`config.mk`:
```
export PLATFORM = sky130hd
export DESIGN_NAME = nfu2_accum_sched
export DESIGN_NICKNAME = d
export VERILOG_FILES = /design/src/rtl/nfu2_accum_sched.sv
export SDC_FILE = /design/constraint.sdc
export NUM_CORES = 1
export LEC_CHECK = 0
export BUFFER_PORTS_ARGS = -buffer_cell sky130_fd_sc_hd__buf_4
export CAP_MARGIN = 20
export CORE_MARGIN = 2
export CORE_UTILIZATION = 57
export DETAILED_ROUTE_END_ITERATION = 6
export PLACE_DENSITY_LB_ADDON = 0.12
export SYNTH_ARGS = -nofsm -noshare
export SYNTH_HDL_FRONTEND = slang
export SYNTH_SLANG_ARGS = --single-unit
```
`constraint.sdc`:
```
create_clock -name clk -period 3.03 [get_ports clk]
set_input_delay 0.606 -clock clk [delete_from_list [all_inputs] [get_ports clk]]
set_output_delay 0.606 -clock clk [all_outputs]
set_load 0.05 [all_outputs]
```
`src/rtl/nfu2_accum_sched.sv`:
```
// nfu2_accum_sched: NFU-2 sequencer and Tn-lane partial-sum accumulator.
// Ports: clk, rst_n (async low); i_start/i_num_tiles/i_clear control;
//   i_sum/i_sum_valid/o_sum_ready beat input; o_tile_idx read index;
//   o_res/o_res_valid/i_res_ready result output; o_busy status.
// Build option: define NFU2_ACC_SAT_EN for saturating lane adds
//   (default build wraps modulo 2^N).
module nfu2_accum_sched #(
    parameter int N     = 16,
    parameter int Tn    = 16,
    parameter int CNT_W = 8
) (
    input  logic              clk,
    input  logic              rst_n,
    input  logic              i_start,
    input  logic [CNT_W-1:0]  i_num_tiles,
    input  logic              i_clear,
    input  logic [Tn*N-1:0]   i_sum,
    input  logic              i_sum_valid,
    output logic              o_sum_ready,
    output logic [CNT_W-1:0]  o_tile_idx,
    output logic [Tn*N-1:0]   o_res,
    output logic              o_res_valid,
    input  logic              i_res_ready,
    output logic              o_busy
);

    typedef enum logic [1:0] {
        S_IDLE,
        S_ACCUM,
        S_OUT
    } state_t;

    state_t             state;
    logic [CNT_W-1:0]   num_tiles;
    logic [Tn*N-1:0]    acc;
    logic [Tn*N-1:0]    acc_nxt;
    logic               last_beat;

    function automatic logic [N-1:0] lane_add(
        input logic [N-1:0] a,
        input logic [N-1:0] b
    );
`ifdef NFU2_ACC_SAT_EN
        logic [N:0] s;
        s = {a[N-1], a} + {b[N-1], b};
        // Sign bits disagree only when the N-bit result overflowed.
        if (s[N] != s[N-1]) begin
            lane_add = s[N] ? {1'b1, {(N-1){1'b0}}}
                            : {1'b0, {(N-1){1'b1}}};
        end else begin
            lane_add = s[N-1:0];
        end
`else
        lane_add = a + b;
`endif
    endfunction

    always_comb begin
        acc_nxt = acc;
        for (int j = 0; j < Tn; j++) begin
            acc_nxt[j*N +: N] = lane_add(acc[j*N +: N], i_sum[j*N +: N]);
        end
    end

    assign last_beat   = (o_tile_idx == num_tiles - CNT_W'(1));
    assign o_sum_ready = (state == S_ACCUM);

    always_ff @(posedge clk or negedge rst_n) begin
        if (!rst_n) begin
            state       <= S_IDLE;
            num_tiles   <= '0;
            acc         <= '0;
            o_tile_idx  <= '0;
            o_res       <= '0;
            o_res_valid <= 1'b0;
            o_busy      <= 1'b0;
        end else if (i_clear) begin
            state       <= S_IDLE;
            num_tiles   <= '0;
            acc         <= '0;
            o_tile_idx  <= '0;
            o_res       <= '0;
            o_res_valid <= 1'b0;
            o_busy      <= 1'b0;
        end else begin
            unique case (state)
                S_IDLE: begin
                    if (i_start) begin
                        num_tiles  <= (i_num_tiles == '0) ? CNT_W'(1)
                                                          : i_num_tiles;
                        acc        <= '0;
                        o_tile_idx <= '0;
                        o_busy     <= 1'b1;
                        state      <= S_ACCUM;
                    end
                end
                S_ACCUM: begin
                    if (i_sum_valid) begin
                        acc        <= acc_nxt;
                        o_tile_idx <= o_tile_idx + CNT_W'(1);
                        if (last_beat) begin
                            o_res       <= acc_nxt;
                            o_res_valid <= 1'b1;
                            state       <= S_OUT;
                        end
                    end
                end
                S_OUT: begin
                    if (i_res_ready) begin
                        o_res_valid <= 1'b0;
                        o_busy      <= 1'b0;
                        state       <= S_IDLE;
                    end
                end
                default: begin
                    state <= S_IDLE;
                end
            endcase
        end
    end

endmodule

```
==> summary.txt <==
Logic synthesis
  – Most frequently used flop master after synthesis: sky130_fd_sc_hd__dfrtp_1
  – Post-synthesis net count: 3335
  – Cell taking the most area after synthesis: sky130_fd_sc_hd__dfrtp_1
  – Count of mapped cells out of synthesis: 2807
  – Share of synthesized area occupied by flip-flops and latches: 44.17%
  – Mean cell area of the mapped netlist: 10.74 um^2
  – Number of enable flip-flop cells after synthesis: 0
  – Top cell type's share of synthesized area: 44.17%
  – Post-Synthesis Cell Area: 30140 um^2
  – Async set or reset register ratio after synthesis: 100.0%
  – Synthesis-stage register bit count: 532
  – Dominant cells by area after synthesis: sky130_fd_sc_hd__dfrtp_1 44%, sky130_fd_sc_hd__a22o_1 11%, sky130_fd_sc_hd__ha_1 10%, sky130_fd_sc_hd__xnor2_1 4.0%, sky130_fd_sc_hd__a21oi_1 3.1%
  – Yosys Warn Count: 0
  – Count of unique library cells instantiated by Yosys: 64

STA
  – Max Slew Vio Count: 0
  – Transition time of the tightest slew-check pin: 0.7974 ns
  – Portion of the clock cycle consumed by the worst path in the final layout: 90.79%
  – Setup TNS after final layout: 0 ns
  – Unrepaired setup endpoints after global routing: no
  – Worst hold slack after final layout: -0.01592 ns
  – Worst clock skew: 0.02629 ns
  – Count of final hold-check violations: 10
  – Time the final worst path needs with I/O delays and setup: 2.751 ns
  – Setup violators final: 0
  – Peak clock frequency supported by timing: 363.5 MHz
  – Worst slew margin: 46.65%

Routing
  – First-pass detailed-route iteration total: 7
  – Final Routed Wirelength: 93040 um
  – Via total after detailed routing: 25700
  – Detailed-route wire length per cell: 22.89 um
  – Number of vias per cell: 6.324
  – DRC errors left: 0
  – Initial detailed-routing violation count: 1675
  – Antenna violation net count after detailed routing: 0

Floorplanning
  – Core box area: 52450 um^2
  – Die height: 234.0 um
  – Area of the die: 54740 um^2
  – Number of placement rows: 84
  – Die boundary width: 234.0 um
  – Initial standard-cell utilization of the core: 57.47%
  – Boundary pin count: 537

Finish
  – Number of standard cells in the layout, taps in and fillers out: 4064
  – Fraction of layout instances using a drive strength above 1: 21.75%
  – Final instance area: 37290 um^2
  – Signed area change from the synthesized netlist to the final layout: 23.72%
  – Final Net Count: 3846
  – Most frequent cells in the layout: 562 x sky130_fd_sc_hd__buf_4, 532 x sky130_fd_sc_hd__dfrtp_1, 389 x sky130_fd_sc_hd__a22o_1, 242 x sky130_fd_sc_hd__ha_1, 188 x sky130_fd_sc_hd__a21oi_1
  – Most common cell after layout, fill and taps aside: sky130_fd_sc_hd__buf_4

Place
  – Routability Congestion: 0.9478
  – Number of buffers added on ports: 536
  – Post-Place Cells: 3947
  – Half-perimeter wire length after detailed placement: 66780 um
  – Placement Cell Area: 35100 um^2

Global route
  – Total global-route track usage: 33.59%
  – Via count of the first global-routing pass: 26030
  – Total grt overflow: 0
  – Pin count of the biggest net entering global routing: 129
  – Antenna violations before repair: 15
  – First-pass GRT wire length: 144000 um

Clock network
  – Longest Clk Path Bufs: 3
  – Clock root buffer: sky130_fd_sc_hd__clkbuf_16
  – Number of buffers inserted by hold repair at cts: 0
  – Cts bufs inserted: 57
  – Clk slew on worst S/H paths: 0.07 ns
  – Worst-Skew Late Latency: 0.63 ns
  – Post-CTS Setup Repair Bufs: 0
  – CTS tree: built
  – Total number of clock tree sinks: 532
  – Count of H-tree levels built during CTS: 2

Worst setup path
  – Reg2reg setup slack: 0.28 ns
  – Crit-path slowest cell: sky130_fd_sc_hd__a211oi_1
  – R2R depth: 9
  – Data arrival at the endpoint of the critical path: 3.26 ns
  – Worst Setup End Kind: flip-flop
  – Type of origin of the critical path: flip-flop
  – Cell mode on critical path: sky130_fd_sc_hd__o21ai_0
  – List of cells traversed by the critical path: ha_1, o21ai_0, o21bai_1, o21ai_0, o21ai_0, a211oi_1, buf_4, xnor2_1, a22o_1
  – Bufs and invs on worst path: 1
  – Worst Path Class, Setup: flip-flop to flip-flop
  – Required arrival time at the worst endpoint: 3.54 ns
  – Largest driver fanout on the critical path: 5
  – Max incr delay on CP: 0.44 ns
  – Startpoint of the most critical register-to-register path: acc[242]
  – Startpoint of the worst setup timing path: acc[242]
  – Worst path top cell family by delay: compound AO/OA/AOI/OAI gates
  – End of the critical path: o_res[255]
  – Critical path depth in cells: 9
  – Reg-to-Reg End: o_res[255]

Power
  – Static power due to leakage: 18.83 nW
  – Power per Cell Area: 492.9 nW/um^2
  – Post-route total power: 18.38 mW
  – Maximum vdd drop: 0.4769 mV

Min path
  – Hold crit path type: primary input to async pin

Run status
  – Status: complete, but fails checks
  – Violated checks: negative hold slack

Run
  – Maximum capacitance violations: 0
## flip-flops by register name (all words and copies together), names as in the netlist
register,count
o_res_valid,1
o_tile_idx,8
o_res,256
o_busy,1
state,2
num_tiles,8
acc,256
## kinds of logic (layout without fill, tap and decap cells)
logic type,count (synthesis),in the layout,synth area share (%)
AND/OR/NAND/NOR,406,406,6.538
multiplexers,31,31,1.075
flip-flops,532,532,44.17
adder cells (fa/ha/maj),258,258,11.11
other,0,11,0
buffers and inverters,224,782,3.188
XOR/XNOR,227,227,6.596
AO/OA/AOI/OAI,1129,1129,27.33
## Yosys cell counts (all sizes together) (24+ instances only)
cell,number
a211oi,37
a21o,65
a21oi,188
a22o,389
a31oi,36
buf,40
clkbuf,92
dfrtp,532
ha,242
inv,92
nand2,117
nand3,27
nor2,108
nor2b,29
o211ai,24
o21a,52
o21ai,143
o2bb2ai,39
o31ai,33
xnor2,139
xor2,88
## worst min path at each step
stage                             to  slack (ns)  cells after the start
after CTS                 o_res[117]       0.008                      1
after global placement      acc[146]        0.47                      2
after floorplan               acc[0]        0.31                      0
final                     o_res[106]       -0.02                      1
after detailed placement    acc[146]        0.47                      2
after global routing      o_res[120]        0.03                      1
## what timing repair did
action,CTS,global route
hold endpoints to repair,0,0
gates resized for setup,0,1
setup endpoints to repair,0,2
## metal layers
metal / wire length (um) / GRT usage, %
met5: 62 / 0
met4: 4287 / 15.78
met3: 8005 / 7.867
met2: 43310 / 53.98
met1: 37370 / 43.08
## layout make-up
type                            instances  area (um^2)
Inverter                               92        345.3
Antenna cell                           11        27.53
Clock buffer                           77         1694
Tap cell                              688        860.8
Multi-Input combinational cell       2051        15930
Clock inverter                         29        469.2
Timing Repair Buffer                  584         4654
Fill cell                            3933        15150
Sequential cell                       532        13310
## report_power, final
group | internal, mW | switching (mW) | total (mW)
registers | 7.31 | 0.154 | 7.46
logic | 1.23 | 1.72 | 2.96
clock network | 4.93 | 3.04 | 7.96
## metrics by stage
step | utilization (%) | setup WS (ns)
floorplan | - | 0.2356
global placement | 66.93 | 0.07661
detailed placement | 66.93 | 0.04680
CTS | 71.05 | 0.3696
global route | 71.11 | 0.006589
finish | 71.11 | 0.2790
## worst register-to-register path: stages, from the launching register on
cell and delay [ns]:
sky130_fd_sc_hd__dfrtp_1 0.41, sky130_fd_sc_hd__ha_1 0.35, sky130_fd_sc_hd__o21ai_0 0.23, sky130_fd_sc_hd__o21bai_1 0.13, sky130_fd_sc_hd__o21ai_0 0.30, sky130_fd_sc_hd__o21ai_0 0.30
sky130_fd_sc_hd__a211oi_1 0.44, sky130_fd_sc_hd__buf_4 0.21, sky130_fd_sc_hd__xnor2_1 0.08, sky130_fd_sc_hd__a22o_1 0.20
Note: power is estimated with default switching activity, not from simulation.
